[config.mk]
export PLATFORM = sky130hd
export DESIGN_NAME = mux_channel_scanner
export DESIGN_NICKNAME = d
export VERILOG_FILES = /design/src/rtl/mux_channel_scanner.sv
export SDC_FILE = /design/constraint.sdc
export NUM_CORES = 1
export LEC_CHECK = 0
export ABC_AREA = 1
export CAP_MARGIN = 20
export CORE_UTILIZATION = 45
export CTS_BUF_LIST = sky130_fd_sc_hd__clkbuf_8
export CTS_CLUSTER_SIZE = 10
export DETAILED_ROUTE_END_ITERATION = 8
export GPL_ROUTABILITY_DRIVEN = 1
export PLACE_DENSITY = 0.67
export SKIP_CTS_REPAIR_TIMING = 1
export SYNTH_ARGS = -nofsm -noshare
export SYNTH_HDL_FRONTEND = slang
export SYNTH_SLANG_ARGS = --single-unit
[constraint.sdc]
create_clock -name clk -period 3.53 [get_ports clk]
set_input_delay 0.5295 -clock clk [delete_from_list [all_inputs] [get_ports clk]]
set_output_delay 0.5295 -clock clk [all_outputs]
set_load 0.05 [all_outputs]
[src/rtl/mux_channel_scanner.sv]
// ============================================================================
// Module   : mux_channel_scanner
// Purpose  : Steps an 8:1 mux through the enabled channels, samples y after a
//            settle interval and hands the assembled frame over valid/ready.
// Revision : 1.0 - initial release
// ============================================================================
`default_nettype none

module mux_channel_scanner #(
    parameter int SETTLE = 2,
    parameter int CNT_W  = 8
) (
    input  logic       clk,
    input  logic       rst_n,
    input  logic       start,
    input  logic [7:0] ch_mask,
    input  logic       y,
    output logic       s0,
    output logic       s1,
    output logic       s2,
    output logic [7:0] frame,
    output logic       frame_valid,
    input  logic       frame_ready,
    output logic       busy
);

    typedef enum logic [1:0] {
        ST_IDLE   = 2'd0,
        ST_SETTLE = 2'd1,
        ST_HOLD   = 2'd2
    } state_t;

    localparam logic [CNT_W-1:0] C_CNT_LAST = CNT_W'(SETTLE - 1);

    state_t             r_state, w_state_nxt;
    logic [2:0]         r_sel,   w_sel_nxt;
    logic [7:0]         r_mask,  w_mask_nxt;
    logic [7:0]         r_buf,   w_buf_nxt;
    logic [CNT_W-1:0]   r_cnt,   w_cnt_nxt;
    logic [7:0]         r_frame, w_frame_nxt;
    logic               r_valid, w_valid_nxt;

    logic [2:0]         w_first_idx;
    logic [2:0]         w_next_idx;
    logic               w_has_next;
    logic [7:0]         w_buf_cap;

    // Descending loops leave the lowest qualifying index as the final winner.
    always_comb begin
        w_first_idx = 3'd0;
        w_next_idx  = 3'd0;
        w_has_next  = 1'b0;
        for (int i = 7; i >= 0; i--) begin
            if (ch_mask[i]) begin
                w_first_idx = 3'(i);
            end
            if (r_mask[i] && (i > int'(r_sel))) begin
                w_next_idx = 3'(i);
                w_has_next = 1'b1;
            end
        end
        w_buf_cap        = r_buf;
        w_buf_cap[r_sel] = y;
    end

    always_comb begin
        w_state_nxt = r_state;
        w_sel_nxt   = r_sel;
        w_mask_nxt  = r_mask;
        w_buf_nxt   = r_buf;
        w_cnt_nxt   = r_cnt;
        w_frame_nxt = r_frame;
        w_valid_nxt = r_valid;
        case (r_state)
            ST_IDLE: begin
                if (start && (ch_mask != 8'h00)) begin
                    w_state_nxt = ST_SETTLE;
                    w_mask_nxt  = ch_mask;
                    w_buf_nxt   = 8'h00;
                    w_sel_nxt   = w_first_idx;
                    w_cnt_nxt   = '0;
                end
            end
            ST_SETTLE: begin
                if (r_cnt == C_CNT_LAST) begin
                    w_cnt_nxt = '0;
                    w_buf_nxt = w_buf_cap;
                    if (w_has_next) begin
                        w_sel_nxt = w_next_idx;
                    end else begin
                        w_frame_nxt = w_buf_cap;
                        w_valid_nxt = 1'b1;
                        w_state_nxt = ST_HOLD;
                    end
                end else begin
                    w_cnt_nxt = r_cnt + CNT_W'(1);
                end
            end
            ST_HOLD: begin
                if (frame_ready) begin
                    w_valid_nxt = 1'b0;
                    w_state_nxt = ST_IDLE;
                end
            end
            default: begin
                w_state_nxt = ST_IDLE;
            end
        endcase
    end

    always_ff @(posedge clk) begin
        if (!rst_n) begin
            r_state <= ST_IDLE;
            r_sel   <= 3'd0;
            r_mask  <= 8'h00;
            r_buf   <= 8'h00;
            r_cnt   <= '0;
            r_frame <= 8'h00;
            r_valid <= 1'b0;
        end else begin
            r_state <= w_state_nxt;
            r_sel   <= w_sel_nxt;
            r_mask  <= w_mask_nxt;
            r_buf   <= w_buf_nxt;
            r_cnt   <= w_cnt_nxt;
            r_frame <= w_frame_nxt;
            r_valid <= w_valid_nxt;
        end
    end

    assign s0          = r_sel[0];
    assign s1          = r_sel[1];
    assign s2          = r_sel[2];
    assign frame       = r_frame;
    assign frame_valid = r_valid;
    assign busy        = (r_state != ST_IDLE);

endmodule

`default_nettype wire

---- Yosys cells after proc, flatten, opt, wreduce, memory -nomap -nowiden ----
Index checks and enable logic that the tools add are counted.
word-level totals
  register bits after elaboration ......... 38
  bits in latches ......................... 0
  RAM bits ................................ 0
  ROM bits ................................ 0
  word-level logic and storage cells ...... 90
  memories kept ........................... 0
cells by class
  add/sub/neg operators ................... 1
  $mul .................................... 0
  divide/modulo/power cells ............... 0
  order comparisons ....................... 9
  eq/ne operators ......................... 8
  shift operators ......................... 0
  mux-type cells .......................... 43
  bitwise operators ....................... 1
  reduce and logical (&&, ||, !) cells .... 21
operators with widths
  cell                                                                           count
  3-bit 2-to-1 mux                                                               18
  8-bit one-hot mux with 2 select lines                                          2
  8-bit 2-to-1 mux                                                               3
  3-bit > comparator (first input constant)                                      4
  4-bit AND reduction                                                            3
  1-bit 2-to-1 mux                                                               11
  2-bit inequality test (second input constant)                                  5
  1-bit logical AND                                                              9
  8-bit by 1-bit adder with 8-bit output (second input constant)                 1
  8-bit bitwise mux                                                              1
  8-bit by 1-bit == test with 1-bit output (second input constant)               1
  2-bit 2-to-1 mux                                                               4
  8-bit nonzero test                                                             1
  2-bit by 3-bit > comparator with 1-bit output (first input constant)           2
  2-bit one-hot mux with 3 select lines                                          1
  3-bit one-hot mux with 2 select lines                                          1
  3-bit AND reduction                                                            2
  2-bit nonzero test                                                             3
  3-bit by 4-bit less-than comparator with 1-bit output (second input constant)  1
  2-bit AND reduction                                                            2
  1-bit demux with 3-bit select                                                  1
  3-bit by 1-bit >= comparator with 1-bit output (second input constant)         1
  1-bit by 3-bit > comparator with 1-bit output (first input constant)           1
  2-bit by 1-bit == test with 1-bit output (second input constant)               1
  other kinds (4)                                                                4

---- Logic depth before layout (Yosys ltp) ----
  depth in word-level cells ............... 12
  mapped depth ............................ 11
  gate-level depth less buffers ........... 10

---- Least setup slack after synthesis ----
No wires, ideal clock.
  kind .................................... reg2reg
  start point ............................. register r_sel[2]
  end point ............................... register r_frame[7], in the netlist frame[7]
  arrival ................................. 1.628 ns
  required time ........................... 3.417 ns
  path slack .............................. 1.788 ns
  cell stages (with the launch flop) ...... 10
  path buffers ............................ 2
  clock period less this slack ............ 1.742 ns
  cell sequence ........................... dfxtp_1 > buf_6 > nand2_1 > nand3_1 > nand2_1 > nor2_4 > nand4_2 > buf_6 > o21ai_1 > nor2_1
between the ends
  word-level cells in the longest chain between the ends .. 11
RTL lines
  item                           line  RTL
  start: declaration             36    logic [2:0] r_sel, w_sel_nxt;
  start signal: assignment       122   r_sel <= w_sel_nxt;
  3-bit > comparator             57    if (r_mask[i] && (i > int'(r_sel))) begin
  1-bit logical AND              57
  1-bit 2-to-1 mux (7 in a row)  57
  1-bit NOT (no line)            n/a
  3-bit AND reduction (no line)  n/a
  end signal: assignment         126   r_frame <= w_frame_nxt;
  end: declaration               40    logic [7:0] r_frame, w_frame_nxt;
Several ways; a longest one is shown, not always the timed one.
A chain may end at the register's enable or synchronous reset.

---- Worst setup path in the final report ----
  start point ............................. register r_state[1]
  end point ............................... output busy
between the ends
  word-level cells in the longest chain between the ends .. 1
RTL lines
  item                      line  RTL
  start: declaration        35    state_t r_state, w_state_nxt;
  start signal: assignment  121   r_state <= w_state_nxt;
  2-bit nonzero test        136   assign busy = (r_state != ST_IDLE);
  end: declaration          24    output logic busy
Every way passes these cells.

==> flow_metrics.py <==
metrics = {
    "run_status": {
        "status": "finished clean",
    },
    "sta": {
        "hold_viol_final": 0,
        "relSlewSlack_pct": 66.6,
        "whs_ns": 0.454,
        "layout_worst_path_cycle_share_pct": 65.4,
        "rsz0062_at_grt": "no",
        "tns_ns": 0,
        "fin_skew_ns": 0.00530,
        "fin_crit_ns": 2.31,
        "finalMaxSlewViolations": 0,
        "fmax_ghz": 0.433,
        "setup_viol": 0,
        "tightestPinTransition_ns": 0.499,
    },
    "clock_network": {
        "clk_latency_ns": 0.29,
        "clockBufferDepth": 2,
        "clk_pin_slew_ns": 0.08,
        "cts_buffers": 5,
        "clk_root_buffer_cell": "clkbuf_8",
        "clock-sinks": 37,
        "cts-htree-levels": 2,
        "cts_tree": "built",
    },
    "routing": {
        "initialDrtViolationCount": 76,
        "ant_nets": 0,
        "wl_per_cell_um": 10.6,
        "drc": 0,
        "drt-total-wl_um": 4020,
        "drtPass1Iterations": 4,
        "via_per_inst": 4.80,
        "route.vias.total": 1819,
    },
    "power_and_ir_drop": {
        "power_density_nw_per_um2": 458,
        "peakVddDrop_uv": 259,
        "p_leak_nw": 1.06,
    },
    "die": {
        "rows": 23,
        "start_util_pct": 48.1,
        "fp.dieArea_um2": 4630,
        "core_um2": 4090,
        "pin_count": 26,
        "die_w_um": 68.1,
        "die_y_um": 68.1,
    },
    "synth": {
        "syn_inst": 303,
        "synth_top_area_cell": "dfxtp_1",
        "synth_edf_count": 0,
        "syn_nets": 318,
        "yosysWarnings": 0,
        "ys_ff_latch": 37,
        "ys_async_sr_fraction_pct": 0,
        "yosysSeqAreaShare_pct": 37.7,
        "synth_area_um2": 1960,
        "yosysUniqueCellTypes": 26,
        "synth_top_area_share_pct": 37.7,
        "syn_avg_cell_area_um2": 6.48,
        "ys.flop_type": "dfxtp_1",
        "ys_top_cells_by_area": "dfxtp_1 (38%), nand2_1 (13%), inv_1 (9.2%)",
    },
    "setup_path": {
        "end_kind": "output port",
        "cpMaxStageDelayCell": "clkdlybuf4s50_1",
        "critPathLaunchType": "register",
        "cp.required_ns": 3.00,
        "worstPathCellList": "nor2_1, inv_1, clkdlybuf4s50_1",
        "path_max_fanout": 4,
        "cp_slowest_stage_delay_ns": 0.79,
        "crit_type": "reg2out",
        "worstPathArrival_ns": 1.78,
    },
    "global_route": {
        "busiest_layer": "met2",
        "use_met2_pct": 33.2,
        "grtUsageMet3_pct": 5.50,
        "grt_pass1_wl_um": 7200,
        "overflow": 0,
        "grt_antenna_before_repair": 0,
        "met1_usage_pct": 26.6,
        "grt_pass1_vias": 1649,
        "grt_usage_pct": 20.9,
        "grt_start_max_net_pins": 18,
    },
    "placed_design": {
        "io_buffers": 25,
        "hpwl_um": 2910,
        "gp_congestion": 0.841,
    },
    "min_path": {
        "hp-class": "reg2reg",
    },
    "finish": {
        "final_nets": 343,
        "diodes": 0,
        "final_common_cell": "nand2_1",
        "drive_above_1_share_pct": 6.99,
        "area_delta_synth_final_pct": 18.0,
        "final_cell_mix": "nand2_1 (68), inv_1 (48), nor2_1 (40), dfxtp_1 (37), a21oi_1 (34)",
    },
    "job": {
        "cap_violations": 0,
    },
}
-- critical path, delay by kind of cell, from the launching register on --
kind / cells / cell delay [ns]
simple gates: 1 / 0.15
flops: 1 / 0.48
buf+inv: 2 / 0.86
-- stage by stage --
step | util (%) | instances | total power [mW] | area, um^2 | worst slack (ns)
CTS | 56.7 | 379 | 1.07 | 2320 | 1.21
global route | 56.7 | 379 | 1.14 | 2320 | 1.13
global placement | 54.6 | 371 | 0.774 | 2230 | 1.24
detailed placement | 54.6 | 371 | 0.775 | 2230 | 1.20
floorplan | - | 303 | 0.705 | 1960 | 1.79
finish | 56.7 | 379 | 1.06 | 2320 | 1.22
-- flip-flops by register name (all words and copies together), names as in the netlist --
| register | count |
|---|---|
| frame | 8 |
| r_buf | 8 |
| r_cnt | 8 |
| r_mask | 7 |
| r_sel | 3 |
| r_state | 2 |
| frame_valid | 1 |
-- metal layers --
layer / vias up / wire length [um]
met5: - / 0
met3: 7 / 108
li1: 1006 / -
met1: 782 / 2060
met4: 0 / 67
met2: 24 / 1780
-- synthesized netlist by cell type (3+ instances only) --
master,n
a21oi_1,34
buf_6,3
clkbuf_1,4
dfxtp_1,37
inv_1,48
inv_2,3
nand2_1,68
nand2_2,3
nand3_1,16
nand3_2,3
nor2_1,40
o21ai_0,27
-- worst paths after layout --
| kind | startpoint | to | slack [ns] | cells past startpoint |
|---|---|---|---|---|
| setup / recovery | r_state[1] | busy | 1.22 | 3 |
| hold / removal | r_mask[4] | r_mask[4] | 0.45 | 2 |
| setup reg to reg | r_sel[2] | frame[3] | 1.74 | 9 |
| hold reg to reg | r_mask[4] | r_mask[4] | 0.45 | 2 |
-- cell type report --
class / instances / area (um^2)
Fill cell: 436 / 1770
Sequential cell: 37 / 741
Timing Repair Buffer: 26 / 258
Clock inverter: 3 / 17.5
Multi-Input combinational cell: 207 / 978
Clock buffer: 5 / 68.8
Inverter: 51 / 191
Tap cell: 50 / 62.6
-- cell families (layout without fill, tap and decap cells) --
group / Yosys count / count (layout) / synth area share (%)
compound gates: 67 / 67 / 17.4
buf+inv: 59 / 85 / 12.5
flops: 37 / 37 / 37.7
fa+ha+maj: 2 / 2 / 1.27
simple gates: 138 / 138 / 31.1
-- power by group --
part           internal (mW)  total (mW)  switching (mW)
registers              0.451       0.480          0.0283
logic                 0.0960       0.286           0.190
clock network          0.136       0.296           0.160
Power figures use the tool's default switching activity.
==> RTL change (config.mk and constraints unchanged) <==
Reset style: asynchronous (`rst_n`), changed in one clocked block.
--- a/src/rtl/mux_channel_scanner.sv
+++ b/src/rtl/mux_channel_scanner.sv
@@ -109,5 +109,5 @@
     end
 
-    always_ff @(posedge clk) begin
+    always_ff @(posedge clk or negedge rst_n) begin
         if (!rst_n) begin
             r_state <= ST_IDLE;
Behaviour: differs if rst_n is asserted again (counterexample within 4 cycles, from zero or initial values and one cycle with rst_n low); with rst_n held inactive, the same outputs for 10 cycles.
==> RTL change against the unedited design <==
- non-clock buffer count down 1
- area after synthesis increased by 1.9%
- sequential share of layout area grew 6.8 points
- first-iteration DRC count rose by 16%
- worst setup slack got worse by 0.036 ns
- sequential cell count is the same
- design area is 3.0% higher
- wire length fell by 3.7%
- count of clock-buffer cells in the layout rose by 1
- maximum frequency decreased by 1.5%
Power is not compared: it rests on default switching activity, and its combinational part moved more than twofold at a synthesized area within 25%.
==> RTL change: results (changes against the unedited design) <==
[status]
status = finished clean

[cells_and_area]
drive_gt1_frac = 0.169  ; +0.0993
nNetsFinal = 280  ; -18%
final_cells = 316  ; -17%
diodes = 0  ; unchanged

[critical_path]
crit_slowest_cell = clkdlybuf4s50_1
worst-path-max-fanout = 10  ; +6
reg2regPathDepth = 9  ; unchanged
cp_top_family = buffers and inverters
slowest_delay_ns = 0.89  ; +0.10 ns
r2r_start = r_cnt[1]$_DFFE_PN0P_
cp.arrival_ns = 1.82  ; +0.04 ns
cp-startpoint = r_sel[1]$_DFFE_PN0P_

[clock_network]
root_buffer = clkbuf_8
htreeDepth = 2  ; unchanged
cts-buffers-inserted = 5  ; unchanged
clk-insertion-delay-late_ns = 0.29  ; about the same
cts_buffer_depth = 2  ; unchanged
clk_pin_slew_ns = 0.08  ; about the same

[place]
dpl.hpwl_mm = 2.76  ; -5.1%
dp.cells = 308  ; -17%
port-buffer-count = 25  ; unchanged
gp_congestion = 0.885  ; +5.2%

[global_routing]
grt_max_degree = 38  ; +20
grt_usage = 0.188  ; -0.0209
grt_pass1_vias = 1390  ; -16%
grt_pass1_wl_mm = 6.38  ; -11%
antenna_found_initial = 0  ; unchanged
use_met3 = 0.0543  ; -0.000724
met2_usage = 0.273  ; -0.0588
met1_usage = 0.266  ; +0.000267

[logic_synthesis]
seq_area_frac_synth = 0.463  ; +0.0854
synth_cell_types = 34  ; +31%
synthTopCellsByCount = nand2_1, dfrtp_1, inv_1
synth_area_leaders = dfrtp_1, nand2_1, inv_1, nand3_1, o22ai_1
synth.avg_cell_area_sq_um = 8.41  ; +30%
synth.net_count = 253  ; -20%
ys.warnings.count = 0  ; unchanged
synth_ff_type = dfrtp_1
async_flop_share = 1.00  ; +1.00

[routing]
wl_per_cell_um = 12.3  ; +16%
antenna_left = 0  ; unchanged
drt_iter0_markers = 88  ; +16%
drt_pass1_iterations = 4  ; unchanged
via_per_inst = 5.06  ; +5.5%

[sta]
slew_headroom = 0.449  ; -0.218
fin_worst_skew_ns = 0.00756  ; +0.00226 ns

[power]
ir_drop_uv = 485
p_leak_nw = 1.14

[min_path]
hold_path_class = in -> async

==> RTL change: layout make-up <==
class | instances | area [sq um]
inverter | 35 | 131
tap | 50 | 62.6
clock buffer | 6 | 82.6
timing repair buffer | 25 | 245
sequential | 37 | 926
clock inverter | 2 | 37.5
fill | 387 | 1760
multi-input combinational | 161 | 902
==> RTL change: power breakdown <==
group / switching, mW / internal [mW]
registers: 0.171 / 0.612
clock network: 0.153 / 0.230
logic: 0.847 / 0.442
==> RTL change: cells by family (layout without fill, tap and decap cells) <==
group,Yosys count,after routing,share of synthesized area
buffers and inverters,40,68,0.0869
DFF,37,37,0.463
AOI/OAI and AO/OA,52,52,0.164
and+or+nand+nor,105,105,0.266
xor gates and xnor gates,2,2,0.00875
adders and majority gates,2,2,0.0125
==> RTL change: layer usage <==
| metal | vias to the layer above | wire length, um |
|---|---|---|
| met2 | 39 | 1660 |
| li1 | 838 | - |
| met1 | 715 | 1980 |
| met4 | 0 | 55 |
| met5 | - | 0 |
| met3 | 8 | 174 |
==> RTL change: final timing paths <==
path,endpoint,slack (ns)
min in group clk,frame[6]$_DFFE_PN0P_,0.48
min,frame[3]$_DFFE_PN0P_,0.34
max in group asynchronous,r_mask[2]$_DFFE_PN0P_,2.67
max reg2reg,r_sel[0]$_DFFE_PN0P_,1.75
max,s1,1.19
min reg2reg,frame[6]$_DFFE_PN0P_,0.48
==> RTL change: through the flow <==
stage          utilization  total power [mW]  cell area [sq um]  worst slack, ns
2_1_floorplan            -              1.78               2000             1.81
3_3_place_gp         0.547              2.07               2270             1.38
3_5_place_dp         0.547              2.08               2270             1.35
4_1_cts              0.576              2.48               2390             1.19
5_1_grt              0.576              2.66               2390             1.09
6_report             0.576              2.45               2390             1.19
